--- src/rtl/fifo_arb_pkg.sv ---
// Shared types and width helpers for the FIFO write-port arbiter.
package fifo_arb_pkg;

  typedef enum logic [0:0] {
    IDLE  = 1'b0,
    BURST = 1'b1
  } arb_state_e;

  function automatic int id_width(input int num_req);
    return (num_req <= 2) ? 1 : $clog2(num_req);
  endfunction

  // Counter must be able to represent MAX_BURST itself, hence the extra bit.
  function automatic int beat_width(input int max_burst);
    return $clog2(max_burst) + 1;
  endfunction

  function automatic int rr_index(input int base, input int step, input int num_req);
    return (base + step) % num_req;
  endfunction

endpackage

--- src/rtl/fifo_write_arbiter_rr_priority_pick.sv ---
// Round-robin selector: first requester after last_grant, wrapping at NUM_REQ.
module rr_priority_pick
  import fifo_arb_pkg::*;
#(
  parameter int NUM_REQ = 4,
  parameter int ID_W    = 2
) (
  input  logic [NUM_REQ-1:0] req_mask,
  input  logic [ID_W-1:0]    last_grant,
  output logic [ID_W-1:0]    winner,
  output logic               found
);

  // Scan from the farthest candidate back to the nearest so the nearest one wins.
  always_comb begin
    winner = {ID_W{1'b0}};
    found  = 1'b0;
    for (int k = NUM_REQ; k >= 1; k--) begin
      winner = req_mask[ID_W'(rr_index(int'(last_grant), k, NUM_REQ))]
             ? ID_W'(rr_index(int'(last_grant), k, NUM_REQ)) : winner;
      found  = req_mask[ID_W'(rr_index(int'(last_grant), k, NUM_REQ))] | found;
    end
  end

endmodule

--- src/rtl/fifo_write_arbiter.sv ---
// Round-robin, burst-locked arbiter sharing the FIFO write port among NUM_REQ producers.
module fifo_write_arbiter
  import fifo_arb_pkg::*;
#(
  parameter int DATA_SIZE = 8,
  parameter int NUM_REQ   = 4,
  parameter int MAX_BURST = 8,
  parameter int ID_W      = id_width(NUM_REQ)
) (
  input  logic                         wclk,
  input  logic                         wrst,
  input  logic [NUM_REQ-1:0]           req_valid,
  input  logic [NUM_REQ*DATA_SIZE-1:0] req_data,
  input  logic [NUM_REQ-1:0]           req_last,
  output logic [NUM_REQ-1:0]           req_ready,
  input  logic                         wFull,
  input  logic                         wHalfFull,
  output logic                         winc,
  output logic [DATA_SIZE-1:0]         wData,
  output logic [ID_W-1:0]              grant_id,
  output logic                         busy
);

  localparam int                BEAT_W    = beat_width(MAX_BURST);
  localparam logic [BEAT_W-1:0] LAST_BEAT = BEAT_W'(MAX_BURST - 1);
  localparam logic [ID_W-1:0]   RST_LAST  = ID_W'(NUM_REQ - 1);

  arb_state_e           state_q, state_d;
  logic [ID_W-1:0]      grant_q, grant_d;
  logic [ID_W-1:0]      last_grant_q, last_grant_d;
  logic [BEAT_W-1:0]    beat_q, beat_d;

  logic [NUM_REQ-1:0]   elig_s;
  logic [ID_W-1:0]      pick_id_s;
  logic                 pick_found_s;
  logic                 owner_valid_s;
  logic                 owner_last_s;
  logic                 xfer_s;
  logic                 burst_done_s;
  logic [DATA_SIZE-1:0] words_s [NUM_REQ];

  // Half-full throttle leaves only the producer-0 drain lane eligible for new grants.
  assign elig_s = wHalfFull ? {{(NUM_REQ-1){1'b0}}, req_valid[0]} : req_valid;

  rr_priority_pick #(
    .NUM_REQ (NUM_REQ),
    .ID_W    (ID_W)
  ) u_pick (
    .req_mask   (elig_s),
    .last_grant (last_grant_q),
    .winner     (pick_id_s),
    .found      (pick_found_s)
  );

  assign burst_done_s = owner_last_s | (beat_q == LAST_BEAT);

  // State, owner and beat-count registers.
  always_ff @(posedge wclk) begin
    if (wrst) begin
      state_q      <= IDLE;
      grant_q      <= {ID_W{1'b0}};
      last_grant_q <= RST_LAST;
      beat_q       <= {BEAT_W{1'b0}};
    end else begin
      state_q      <= state_d;
      grant_q      <= grant_d;
      last_grant_q <= last_grant_d;
      beat_q       <= beat_d;
    end
  end

  // Next-state logic: grant in IDLE, count beats and detect burst end in BURST.
  always_comb begin
    state_d      = state_q;
    grant_d      = grant_q;
    last_grant_d = last_grant_q;
    beat_d       = beat_q;
    case (state_q)
      IDLE: begin
        if (!wFull && pick_found_s) begin
          state_d = BURST;
          grant_d = pick_id_s;
          beat_d  = {BEAT_W{1'b0}};
        end else begin
          state_d = IDLE;
        end
      end
      BURST: begin
        if (xfer_s) begin
          beat_d = beat_q + BEAT_W'(1);
          if (burst_done_s) begin
            state_d      = IDLE;
            last_grant_d = grant_q;
          end else begin
            state_d = BURST;
          end
        end else begin
          state_d = BURST;
        end
      end
      default: begin
        state_d = IDLE;
      end
    endcase
  end

  // Write-port outputs; forced quiet while reset is asserted so an abandoned burst never writes.
  always_comb begin
    for (int i = 0; i < NUM_REQ; i++) begin
      words_s[i] = req_data[i*DATA_SIZE +: DATA_SIZE];
    end
    owner_valid_s = req_valid[grant_q];
    owner_last_s  = req_last[grant_q];
    req_ready     = {NUM_REQ{1'b0}};
    winc          = 1'b0;
    wData         = {DATA_SIZE{1'b0}};
    xfer_s        = 1'b0;
    if ((state_q == BURST) && !wrst && !wFull) begin
      req_ready[grant_q] = 1'b1;
      xfer_s             = owner_valid_s;
      winc               = owner_valid_s;
      wData              = owner_valid_s ? words_s[grant_q] : {DATA_SIZE{1'b0}};
    end else begin
      req_ready = {NUM_REQ{1'b0}};
    end
  end

  assign busy     = (state_q == BURST);
  assign grant_id = grant_q;

endmodule

--- config.mk ---
export PLATFORM = sky130hd
export DESIGN_NAME = fifo_write_arbiter
export DESIGN_NICKNAME = d
export VERILOG_FILES = /design/src/rtl/fifo_arb_pkg.sv /design/src/rtl/fifo_write_arbiter_rr_priority_pick.sv /design/src/rtl/fifo_write_arbiter.sv
export SDC_FILE = /design/constraint.sdc
export NUM_CORES = 1
export LEC_CHECK = 0
export CAP_MARGIN = 25
export CORE_UTILIZATION = 61
export DETAILED_ROUTE_END_ITERATION = 10
export DONT_BUFFER_PORTS = 1
export GPL_TIMING_DRIVEN = 0
export PLACE_DENSITY = 0.77
export SKIP_CTS_REPAIR_TIMING = 1
export SLEW_MARGIN = 15
export SYNTH_ARGS = -nofsm -noshare
export SYNTH_HDL_FRONTEND = slang
export SYNTH_HIERARCHICAL = 1
export SYNTH_SLANG_ARGS = --single-unit
--- constraint.sdc ---
create_clock -name wclk -period 1.7 [get_ports wclk]
set_input_delay 0.17 -clock wclk [delete_from_list [all_inputs] [get_ports wclk]]
set_output_delay 0.17 -clock wclk [all_outputs]
set_load 0.1 [all_outputs]
==> flow_summary.toml <==
[sta]
rsz0062_at_grt = "true"
finalHoldViolCount = 0
post-route-min-period_ns = 2.39
skew_ns = 0.00285
finalWorstSetupSlack_ns = -0.690
slew_viol_final = 0
setup-violations-final = 20
relSlewSlack_pct = 30.0
tns_ns = -8.11
tightest_slew_ns = 1.05
clock.fmax_ghz = 0.418
period_share_pct = 141

[final_layout]
drive_gt1_share_pct = 43.0
stdcell_count = 129
utilization_pct = 89.2
diodes = 0
area_growth_pct = 30.5
nNetsFinal = 160

[setup_path]
worstSetupStartpointType = "flip-flop"
crit_fanout = 8
critPathRequiredTime_ns = 1.53
cp_data_arrival_time_ns = 2.22
critPathCaptureType = "output pin"
crit_type = "flip-flop to output pin"

[logic_synthesis]
synth_common_cells = "10 x and3_1, 9 x dfxtp_1, 7 x nand2_1"
synth_edf_count = 0
yosys.area.top_type = "dfxtp_1"
synthSimpleGateAreaFrac_pct = 28.6
synth_compound_area_share_pct = 14.6
ys.flop_type = "dfxtp_1"
synth-adder-area-share_pct = 1.36
synth_area_leaders = "dfxtp_1 20%, mux4_2 15%, mux4_1 11%, and3_1 6.8%, a21oi_1 3.3%"
synth_mux_area_share_pct = 30.5
netlist.area_leader.share_pct = 19.5
synth-seq-cells = 9
yosysSeqAreaShare_pct = 19.5
netlist_area_um2 = 923
synthArstFlopShare_pct = 0
synth_top_family_by_area = "multiplexers"
yosysWarnings = 6
synthXorXnorAreaFrac_pct = 0
syn_nets = 143
synth_cells = 98
synth.most_common_cell = "and3_1"
avgSynthCellArea_um2 = 9.42
synth_cell_types = 36

[grt]
antenna_found_initial = 0
track_usage_pct = 27.6
grt_pass1_wl_um = 2980
grt_max_degree = 11
grt-ovfl-total = 0
grt_pass1_vias = 698

[clock_network]
numCtsBuffers = 3
worstSkewPairLatency_ns = 0.26
clkTransAtPathRegs_ns = 0.07
tritoncts = "built"
cts_max_path_buffers = 2
clock-sinks = 9
htree_levels = 1
cts_root_buf = "clkbuf_4"

[route]
drtPass1Iterations = 4
drt_iter0_drc = 20
ant_nets = 0
drcViolationCount = 0
vias = 912
drt_wl_total_um = 2550
drt-vias-per-instance = 7.07
wire_per_inst_um = 19.7

[pwr]
powerDensity_nw_per_um2 = 527
power_leakage_nw = 0.486
peakVddDrop_mv = 0.440

[floorplan]
pin_count = 60
core_area_um2 = 1350
die_h_um = 40.9
die-area_um2 = 1670
num_rows = 13
die_x_um = 40.9
start_util_pct = 68.4

[place]
dp_slack_ns = -0.632
gp_congestion = 0.703
port_buffers = 0
dpl.cell_count = 113
dp_hpwl_um = 1700

[status]
outcome = "finished with violations"
violations = "setup timing"

[job]
maxCapViolCount = 0

[min_path]
hold_path.class = "input pin to flip-flop"
==> final timing paths <==
kind                                  start         endpoint  slack, ns  depth (start not counted)
worst max-delay path                   busy     req_ready[0]      -0.69                          3
worst min-delay path                  wFull             busy       0.12                          3
worst max register to register  grant_id[0]  last_grant_q[1]      -0.38                          4
worst min register to register    beat_q[3]        beat_q[3]       0.49                          2
==> layout make-up <==
class                      instances  area [um2]
multi-input combinational         78         773
sequential                         9         191
fill                              65         145
timing repair buffer              12         105
buffer                             7        75.1
clock buffer                       4        26.3
tap                               15        18.8
inverter                           4        15.0
==> critical path: stages, from the launching register on <==
cell and delay (ns):
dfxtp_4 0.57, nor3b_4 0.35, buf_8 0.17, nor3b_4 0.86
==> placed cells by master (no fill, tap or decap), types with 3 or more instances in the layout <==
master and count:
nand3_1 5, buf_6 5, nand2_1 6, mux4_1 4, inv_1 4, nor2_1 3
nor2b_1 4, mux2i_1 3, nand2b_1 3, and3_4 9, dfxtp_1 6, clkbuf_4 5
buf_8 3, dfxtp_4 3, buf_4 8, mux4_2 6, a21oi_1 6
==> state kept, by name (all words and copies together), names as in the netlist <==
name,flops
last_grant_q,2
busy,1
beat_q,4
grant_id,2
==> power breakdown <==
group	total (mW)	switching (mW)	internal, mW
Combinational	0.206	0.109	0.0977
Sequential	0.251	0.0364	0.215
Clock	0.178	0.0869	0.0907
==> metal layers <==
layer,vias to the layer above,track usage (%),wire length [um]
met2,53,48.8,1340
li1,416,-,-
met4,0,10.0,96
met5,-,0,0
met3,12,6.52,169
met1,431,31.8,940
==> kinds of logic (layout without fill, tap and decap cells) <==
kind of cell    Yosys count  after routing
simple gates             45             45
compound gates           18             18
mux                      14             14
buf+inv                  11             27
flops                     9              9
fa+ha+maj                 1              1
==> metrics by stage <==
stage	area, um2	hold WS, ns	total power, mW
2_1_floorplan	1030	0.366	0.403
3_3_place_gp	1050	0.387	0.420
3_5_place_dp	1050	0.390	0.424
4_1_cts	1080	0.127	0.592
5_1_grt	1200	0.131	0.663
6_report	1200	0.121	0.635
Note: power is estimated with default switching activity, not from simulation.
==> patch (same flow settings) <==
Change the parameter `MAX_BURST` from 8 to 12.
--- a/src/rtl/fifo_write_arbiter.sv
+++ b/src/rtl/fifo_write_arbiter.sv
@@ -5,5 +5,5 @@
   parameter int DATA_SIZE = 8,
   parameter int NUM_REQ   = 4,
-  parameter int MAX_BURST = 8,
+  parameter int MAX_BURST = 12,
   parameter int ID_W      = id_width(NUM_REQ)
 ) (
Formal check against the unedited RTL: no difference found for any inputs over 4 cycles, from zero or initial values and one cycle with wrst high; that may be too few to reach the edited logic, so the function may still have changed.
==> patch against the original RTL <==
  * The flow still finishes with violations (setup timing)
  * Power is 1.6% higher
  * Clock skew is 10 ps higher
  * Hold slack worse by 27 ps
  * Cell area is 4.3% higher
  * Worst setup slack better by 67 ps
  * Count of clock-buffer cells in the layout stayed put
  * Routed wire length is 11% lower
  * Critical path depth stayed put
  * Register-to-register slack worse by 60 ps
  * Area after synthesis is 6.1% higher
  * First-iteration DRC count is 10% higher
  * Cell count is 0.78% lower
  * Sequential cell count is 1 higher
  * Core utilization is 5.9 points lower
  * Largest power group unchanged
==> patch: results (changes against the original RTL) <==
- Crit path largest cell delay: 860 ps (about the same)
- Pre-CTS setup slack: -384 ps (+247 ps)
- TritonCTS buffer count: 3 (unchanged)
- Netlist cell types: 37 (+2.8%)
- GRT Util Overall: 24.2% (-3.4 points)
- Failing checks: setup timing
- Largest register FFs: 5 (+1)
- WP data arrival: 2150 ps (-70 ps)
- Latest clock arrival within the worst-skew pair: 270 ps
- Flop-to-flop setup slack: -440 ps (-60 ps)
- CTS Root Cell: clkbuf_4
- Most flops, register: beat_q
- Dpl cells: 114 (+0.88%)
- Total wire length: 2260 um (-11%)
- Final setup viols: 21 (+5.0%)
- Htree depth: 1 (unchanged)
- Placed cell areas: 1110 um^2 (+6.0%)
- Setup ws final: -623 ps (+67.0 ps)
- Worst-Margin Slew: 1050 ps (-1.64 ps)
- Layout cells sized above 1: 50.0% (+7.0 points)
- Post-synthesis mux area share: 29.8% (-0.73 points)
- Pleak: 0.000487 uW (+0.15%)
- Sequential fraction of the synthesis area: 20.4% (+0.92 points)
- First-pass GRT wire length: 3290 um (+10%)
- Hold wc startpoint: wrst
- Detail Placement HPWL: 1650 um (-2.6%)
- Via density: 6.98 (-1.3%)
- Status: finished with violations
- Clock Skews: 13.1 ps (+10.3 ps)
- FF-to-FF path depth: 5 (+1)
- Initial drt markers: 22 (+10%)
- GPL Wtd Cong: 0.799 (+14%)
- Worst-path clk slew: 70 ps (about the same)
- Max VDD drop: 0.302 mV (-31%)
- Max FO, Critical Path: 6 (-2)
- Reg-to-reg endpoint: last_grant_q[0]$_SDFFE_PP1P_
- Number of fill cells: 91 (+40%)
- Number of global-route vias before repair: 765 (+9.6%)
- TNS Setup: -7610 ps (+509 ps)
- Ant. Diodes: 0 (unchanged)
- WHS Endpoint: beat_q[1]$_SDFFE_PP0P_
- WHS: 94.7 ps (-26.7 ps)
- Compound-Gate Fraction of Synth Area: 13.9% (-0.71 points)
- Non-Filler Instances: 128 (-0.78%)
- Layout Nets: 158 (-1.3%)
[patch: per-layer routing]
metal | global-route usage, % | share of wire [%] | vias to the layer above
li1 | - | - | 411
met1 | 30.3 | 39 | 429
met2 | 40.0 | 51 | 47
met3 | 6.47 | 8.1 | 6
met4 | 9.38 | 1.7 | 0
met5 | 0 | 0 | -
[patch: where the power goes]
| part | internal (uW) | total (uW) | switching (uW) | leakage (uW) |
|---|---|---|---|---|
| combinational | 94.0 | 198 | 104 | 0.000388 |
| clock | 90.6 | 175 | 84.7 | 0.0000150 |
| sequential | 238 | 272 | 34.0 | 0.0000832 |
[patch: final cells by class]
| class | count | area, um^2 | area share, % |
|---|---|---|---|
| sequential | 10 | 211 | 16.8 |
| multi-input combinational | 76 | 795 | 63.2 |
| inverter | 4 | 15.0 | 1.20 |
| buffer | 7 | 91.3 | 7.27 |
| timing repair buffer | 11 | 97.6 | 7.77 |
| tap | 16 | 20.0 | 1.59 |
| clock buffer | 4 | 26.3 | 2.09 |
